===== src/rtl/shared_add_arbiter_if.sv =====
`default_nettype none
// +----------------------------------------------------------------------------+
// | Module      : shared_add_arbiter_if                                        |
// | Description : Requester and response bundle of the shared adder arbiter.   |
// | Revision    : 1.0 - initial release                                        |
// +----------------------------------------------------------------------------+
interface shared_add_arbiter_if #(
    parameter int NUM_REQ = 4,
    parameter int WIDTH   = 8,
    parameter int ID_W    = 2
);
    logic [NUM_REQ-1:0]       req_valid;
    logic [NUM_REQ-1:0]       req_ready;
    logic [NUM_REQ*WIDTH-1:0] req_a;
    logic [NUM_REQ*WIDTH-1:0] req_b;
    logic [NUM_REQ-1:0]       req_ci;
    logic                     rsp_valid;
    logic                     rsp_ready;
    logic [WIDTH-1:0]         rsp_sum;
    logic                     rsp_co;
    logic [ID_W-1:0]          rsp_id;

    modport master (
        output req_valid, req_a, req_b, req_ci, rsp_ready,
        input  req_ready, rsp_valid, rsp_sum, rsp_co, rsp_id
    );

    modport slave (
        input  req_valid, req_a, req_b, req_ci, rsp_ready,
        output req_ready, rsp_valid, rsp_sum, rsp_co, rsp_id
    );
endinterface
`default_nettype wire


===== src/rtl/shared_add_arbiter.sv =====
`default_nettype none
// +----------------------------------------------------------------------------+
// | Module      : shared_add_arbiter                                           |
// | Description : Round-robin share of one adder between NUM_REQ requesters,   |
// |               two-stage pipeline. SHARED_ADD_OPISO_EN adds operand         |
// |               isolation (registers and adder inputs idle when unused).     |
// | Revision    : 1.0 - initial release                                        |
// +----------------------------------------------------------------------------+
module shared_add_arbiter #(
    parameter int NUM_REQ = 4,
    parameter int WIDTH   = 8,
    parameter int ID_W    = 2
) (
    input wire                  clk,
    input wire                  rst_n,
    shared_add_arbiter_if.slave bus
);
    logic [ID_W-1:0]    r_ptr;
    logic               r_s1_v;
    logic [WIDTH-1:0]   r_s1_a;
    logic [WIDTH-1:0]   r_s1_b;
    logic               r_s1_ci;
    logic [ID_W-1:0]    r_s1_id;
    logic               r_rsp_valid;
    logic [WIDTH-1:0]   r_rsp_sum;
    logic               r_rsp_co;
    logic [ID_W-1:0]    r_rsp_id;

    logic               w_s2_adv;
    logic               w_s1_adv;
    logic               w_accept;
    logic [NUM_REQ-1:0] w_above;
    logic [NUM_REQ-1:0] w_hi_req;
    logic [NUM_REQ-1:0] w_pick;
    logic [NUM_REQ-1:0] w_oh;
    logic [ID_W-1:0]    w_gnt;
    logic [ID_W-1:0]    w_ptr_nxt;
    logic [WIDTH-1:0]   w_mux_a;
    logic [WIDTH-1:0]   w_mux_b;
    logic               w_mux_ci;
    logic [WIDTH-1:0]   w_add_a;
    logic [WIDTH-1:0]   w_add_b;
    logic               w_add_ci;
    logic [WIDTH:0]     w_sum;

    logic [ID_W-1:0]    w_id_chain [NUM_REQ+1];
    logic [WIDTH-1:0]   w_a_chain  [NUM_REQ+1];
    logic [WIDTH-1:0]   w_b_chain  [NUM_REQ+1];
    logic               w_ci_chain [NUM_REQ+1];

    assign w_s2_adv = !r_rsp_valid || bus.rsp_ready;
    assign w_s1_adv = !r_s1_v || w_s2_adv;
    assign w_accept = w_s1_adv && (|bus.req_valid);

    // Requests at or above the pointer win first; otherwise wrap to the lowest.
    assign w_hi_req = bus.req_valid & w_above;
    assign w_pick   = (|w_hi_req) ? w_hi_req : bus.req_valid;
    assign w_oh     = w_pick & (~w_pick + NUM_REQ'(1));

    assign w_id_chain[0] = '0;
    assign w_a_chain[0]  = '0;
    assign w_b_chain[0]  = '0;
    assign w_ci_chain[0] = 1'b0;

    generate
        for (genvar gi = 0; gi < NUM_REQ; gi++) begin : g_req
            assign w_above[gi]       = (ID_W'(gi) >= r_ptr);
            assign w_id_chain[gi+1]  = w_id_chain[gi] | (w_oh[gi] ? ID_W'(gi) : '0);
            assign w_a_chain[gi+1]   = w_a_chain[gi] | ({WIDTH{w_oh[gi]}} & bus.req_a[gi*WIDTH +: WIDTH]);
            assign w_b_chain[gi+1]   = w_b_chain[gi] | ({WIDTH{w_oh[gi]}} & bus.req_b[gi*WIDTH +: WIDTH]);
            assign w_ci_chain[gi+1]  = w_ci_chain[gi] | (w_oh[gi] & bus.req_ci[gi]);
        end
    endgenerate

    assign w_gnt     = w_id_chain[NUM_REQ];
    assign w_mux_a   = w_a_chain[NUM_REQ];
    assign w_mux_b   = w_b_chain[NUM_REQ];
    assign w_mux_ci  = w_ci_chain[NUM_REQ];
    assign w_ptr_nxt = (w_gnt == ID_W'(NUM_REQ - 1)) ? '0 : w_gnt + ID_W'(1);

    // Ready is held low throughout reset even though it is combinational.
    assign bus.req_ready = (rst_n && w_accept) ? w_oh : '0;

`ifdef SHARED_ADD_OPISO_EN
    assign w_add_a  = r_s1_v ? r_s1_a : '0;
    assign w_add_b  = r_s1_v ? r_s1_b : '0;
    assign w_add_ci = r_s1_v & r_s1_ci;
`else
    assign w_add_a  = r_s1_a;
    assign w_add_b  = r_s1_b;
    assign w_add_ci = r_s1_ci;
`endif

    assign w_sum = {1'b0, w_add_a} + {1'b0, w_add_b} + {{WIDTH{1'b0}}, w_add_ci};

    always_ff @(posedge clk or negedge rst_n) begin
        if (!rst_n) begin
            r_ptr   <= '0;
            r_s1_v  <= 1'b0;
            r_s1_a  <= '0;
            r_s1_b  <= '0;
            r_s1_ci <= 1'b0;
            r_s1_id <= '0;
        end else begin
            if (w_accept) begin
                r_ptr <= w_ptr_nxt;
            end
            if (w_s1_adv) begin
                r_s1_v <= w_accept;
            end
`ifdef SHARED_ADD_OPISO_EN
            if (w_accept) begin
`else
            if (w_s1_adv) begin
`endif
                r_s1_a  <= w_mux_a;
                r_s1_b  <= w_mux_b;
                r_s1_ci <= w_mux_ci;
                r_s1_id <= w_gnt;
            end
        end
    end

    always_ff @(posedge clk or negedge rst_n) begin
        if (!rst_n) begin
            r_rsp_valid <= 1'b0;
            r_rsp_sum   <= '0;
            r_rsp_co    <= 1'b0;
            r_rsp_id    <= '0;
        end else begin
            if (w_s2_adv) begin
                r_rsp_valid <= r_s1_v;
            end
`ifdef SHARED_ADD_OPISO_EN
            if (w_s2_adv && r_s1_v) begin
`else
            if (w_s2_adv) begin
`endif
                r_rsp_sum <= w_sum[WIDTH-1:0];
                r_rsp_co  <= w_sum[WIDTH];
                r_rsp_id  <= r_s1_id;
            end
        end
    end

    assign bus.rsp_valid = r_rsp_valid;
    assign bus.rsp_sum   = r_rsp_sum;
    assign bus.rsp_co    = r_rsp_co;
    assign bus.rsp_id    = r_rsp_id;
endmodule
`default_nettype wire


===== src/flat_wrapper.sv =====
// flat-port wrapper written by rule: the top's interface ports become plain ports
module shared_add_arbiter_flat 
#(
    parameter int NUM_REQ = 4,
    parameter int WIDTH   = 8,
    parameter int ID_W    = 2
)
  (clk, rst_n, bus_req_valid, bus_req_a, bus_req_b, bus_req_ci, bus_rsp_ready, bus_req_ready, bus_rsp_valid, bus_rsp_sum, bus_rsp_co, bus_rsp_id);
  shared_add_arbiter_if #(.NUM_REQ(NUM_REQ), .WIDTH(WIDTH), .ID_W(ID_W)) bus_i ();
  input wire clk;
  input wire rst_n;
  input wire logic [$bits(bus_i.req_valid)-1:0] bus_req_valid;
  input wire logic [$bits(bus_i.req_a)-1:0] bus_req_a;
  input wire logic [$bits(bus_i.req_b)-1:0] bus_req_b;
  input wire logic [$bits(bus_i.req_ci)-1:0] bus_req_ci;
  input wire logic [$bits(bus_i.rsp_ready)-1:0] bus_rsp_ready;
  output wire logic [$bits(bus_i.req_ready)-1:0] bus_req_ready;
  output wire logic [$bits(bus_i.rsp_valid)-1:0] bus_rsp_valid;
  output wire logic [$bits(bus_i.rsp_sum)-1:0] bus_rsp_sum;
  output wire logic [$bits(bus_i.rsp_co)-1:0] bus_rsp_co;
  output wire logic [$bits(bus_i.rsp_id)-1:0] bus_rsp_id;
  assign bus_i.req_valid = bus_req_valid;
  assign bus_i.req_a = bus_req_a;
  assign bus_i.req_b = bus_req_b;
  assign bus_i.req_ci = bus_req_ci;
  assign bus_i.rsp_ready = bus_rsp_ready;
  assign bus_req_ready = bus_i.req_ready;
  assign bus_rsp_valid = bus_i.rsp_valid;
  assign bus_rsp_sum = bus_i.rsp_sum;
  assign bus_rsp_co = bus_i.rsp_co;
  assign bus_rsp_id = bus_i.rsp_id;
  shared_add_arbiter #(.NUM_REQ(NUM_REQ), .WIDTH(WIDTH), .ID_W(ID_W)) u_core (.clk(clk), .rst_n(rst_n), .bus(bus_i));
endmodule

===== config.mk =====
export PLATFORM = sky130hd
export DESIGN_NAME = shared_add_arbiter_flat
export DESIGN_NICKNAME = d
export VERILOG_FILES = /design/src/rtl/shared_add_arbiter_if.sv /design/src/rtl/shared_add_arbiter.sv /design/src/flat_wrapper.sv
export SDC_FILE = /design/constraint.sdc
export NUM_CORES = 1
export LEC_CHECK = 0
export CAP_MARGIN = 15
export CORE_UTILIZATION = 45
export DETAILED_ROUTE_END_ITERATION = 10
export HOLD_SLACK_MARGIN = 0.03
export PLACE_DENSITY_LB_ADDON = 0.2
export SYNTH_ARGS = -nofsm -noshare
export SYNTH_HDL_FRONTEND = slang
export SYNTH_SLANG_ARGS = --single-unit

===== constraint.sdc =====
create_clock -name clk -period 3.21 [get_ports clk]
set_input_delay 0.642 -clock clk [delete_from_list [all_inputs] [get_ports clk]]
set_output_delay 0.642 -clock clk [all_outputs]
set_load 0.05 [all_outputs]

==> metrics.yaml <==
outcome: "finished clean"
finalSetupTns_ps: 0
grt_pass1_vias: 1858
diodes: 0
cts-buffers-inserted: 5
overflow: 0
max_slew.worst_pin.slew_ps: 490.2
track_usage_pct: 24.63
grt_pass1_wl_mm: 8.383
fin_nets: 395
syn_nets: 305
antenna_left: 0
final_core_util_pct: 72.97
start_util_pct: 48.43
cts_max_path_buffers: 2
cts_setup_buffers: 0
clock.fmax_mhz: 348.7
cts-root-buf: "clkbuf_8"
clk_pin_slew_ps: 60
fin_cells: 361
clkSinkCount: 34
hold_viol: 0
cts_resized: 0
dp_hpwl_mm: 4.159
worstPathCellList: "clkdlybuf4s50_1, nor4_1, a21oi_1, nand2_1, nor2b_1, buf_12"
port_buffers: 90
drive_above_1_share_pct: 7.074
dp.cells: 354
cp.arrival_ps: 2230
wirelength_mm: 5.259
yosysTopAreaCell: "dfrtp_1"
antenna_found_initial: 0
max_stage_delay_ps: 620
ys_ff_latch: 34
io_pins: 91
syn_avg_cell_area_sq_um: 9.019
drc: 0
rows: 23
synthTopCellsByArea: "dfrtp_1 (43%), a222oi_1 (8.5%), nand2_1 (6.4%), nor2_1 (6.0%), a31oi_1 (6.0%)"
gp_congestion: 0.8705
core_area_sq_um: 4115
synth.top_cell.area_share_pct: 42.69
yosysSeqAreaShare_pct: 42.69
cp-end-kind: "primary output"
powerDensity_nw_per_um2: 689.9
finalSetupViolCount: 0
fin_crit_ps: 2867
syn_to_final_growth_pct: 50.66
ys_types: 34
maxCapViolations: 0
dr.pass1.iters: 6
die_width_um: 68.55
fin_skew_ps: 4.663
critPathMaxFanout: 7
hold_ws_ps: 471.3
post_drt_wl_per_cell_um: 14.57
num_vias: 2070
synthArstFlopShare_pct: 100.0
fillers: 344
cts_max_level: 2
drtIter0Drc: 218
slew_headroom_pct: 67.21
grt_max_degree: 38
critical_path_class: "primary input to primary output"
slowest_stage: "clkdlybuf4s50_1"
postCtsHoldBufs: 0
ys.flop_type: "dfrtp_1"
synthCells: 221
finalCritPeriodShare_pct: 89.33
maxSlewViolCount: 0
die-area_sq_um: 4699
start_kind: "primary input"
synth_top_cells_by_count: "dfrtp_1 (34), nand2_1 (34), nor2_1 (32), a31oi_1 (19), a222oi_1 (17)"
vias_per_cell: 5.734
rsz0062_at_grt: "false"
fp.dieH_um: 68.55
cp_num_buf_inv: 2
cellLeakagePower_nw: 1.217
synth-edff-count: 0
clk_latency_ps: 280
yosys_warnings: 0
max-vdd-ir-drop_mv: 0.2828
crit_family: "buffers and inverters"
hp-class: "primary input to async pin"
cts_tree: "built"
synth.cell_area_sq_um: 1993
worstPathRequired_ps: 2570
per-layer routing:
layer,vias to the layer above,share of wire [%],global-route usage [%]
li1,994,-,-
met1,997,42,31.19
met2,74,53,41.79
met3,5,4.5,4.605
met4,0,1.2,8.594
met5,-,0,0
state kept, by name, indices dropped and copies added (netlist names):
register	flops
u_core.bus.rsp_sum	8
u_core.r_s1_a	8
u_core.r_s1_b	8
u_core.bus.rsp_id	2
u_core.r_ptr	2
u_core.r_s1_id	2
u_core.bus.rsp_co	1
u_core.bus.rsp_valid	1
u_core.r_s1_ci	1
u_core.r_s1_v	1
metrics by stage:
step / setup WS, ps / instance area (sq um) / power, W
floorplan: 542.7 / 1993 / 0.001427
global placement: 452.6 / 2927 / 0.001758
detailed placement: 349.1 / 2927 / 0.001787
CTS: 344.8 / 3003 / 0.002080
global route: 152.8 / 3003 / 0.002232
finish: 342.6 / 3003 / 0.002072
where the power goes:
group / switching, W / internal [W] / leakage, nW / total [W]
Clock: 0.000139 / 0.000149 / 0.0383 / 0.000288
Combinational: 0.000641 / 0.000476 / 0.790 / 0.00112
Sequential: 0.0000990 / 0.000568 / 0.389 / 0.000667
Total: 0.000879 / 0.00119 / 1.22 / 0.00207
area by class of cell:
type,count,area (sq um),area share (%)
flip-flops and latches,34,850.8,28.33
clock buffers,7,76.32,2.542
inverters,5,18.77,0.6250
multi-input cells,169,1039,34.58
well taps,50,62.56,2.083
repair buffers,96,955.9,31.83
final timing paths:
check	from	endpoint	slack, ps	cells past startpoint
worst max-delay path	bus_req_valid[0]	bus_req_ready[0]	340	6
min in group clk	u_core.bus.rsp_sum[0]$_DFFE_PN0P_	u_core.bus.rsp_sum[0]$_DFFE_PN0P_	470	2
worst max register to register	u_core.r_s1_ci$_DFFE_PN0P_	u_core.bus.rsp_sum[6]$_DFFE_PN0P_	1020	8
worst min-delay path	rst_n	u_core.bus.rsp_sum[2]$_DFFE_PN0P_	470	2
max in group asynchronous	rst_n	u_core.r_s1_a[0]$_DFFE_PN0P_	2440	2
worst min register to register	u_core.bus.rsp_sum[0]$_DFFE_PN0P_	u_core.bus.rsp_sum[0]$_DFFE_PN0P_	470	2
placed cells by master, fill, tap and decap left out, types with 2 or more instances in the layout:
| cell type | count |
|---|---|
| o21ai_0 | 13 |
| buf_4 | 8 |
| clkbuf_8 | 5 |
| a222oi_1 | 17 |
| ha_1 | 7 |
| inv_1 | 4 |
| a211oi_1 | 3 |
| buf_12 | 2 |
| a31oi_1 | 19 |
| nor3_1 | 2 |
| xor2_1 | 3 |
| a21oi_1 | 12 |
| fa_1 | 2 |
| nor2_1 | 32 |
| nand2_1 | 34 |
| o31ai_1 | 2 |
| nand2b_1 | 4 |
| clkbuf_1 | 2 |
| nor2b_1 | 6 |
| clkdlybuf4s50_1 | 85 |
| dfrtp_1 | 34 |
kinds of logic (layout without fill, tap and decap cells):
family | count (synthesis) | count (layout) | synth area share (%)
simple gates | 83 | 83 | 17.77
compound gates | 73 | 73 | 26.05
flops | 34 | 34 | 42.69
buf+inv | 18 | 108 | 5.210
fa+ha+maj | 9 | 9 | 6.403
xor+xnor | 3 | 3 | 1.319
mux | 1 | 1 | 0.5649
worst register-to-register path, cell delays in order (launching register included):
cell      delay (ps)
dfrtp_1          400
fa_1             480
inv_1             90
fa_1             190
nor2b_1           60
o31ai_1          380
nand2b_1         100
a211oi_1         260
o31ai_1          100
(Power assumes the default switching activity.)
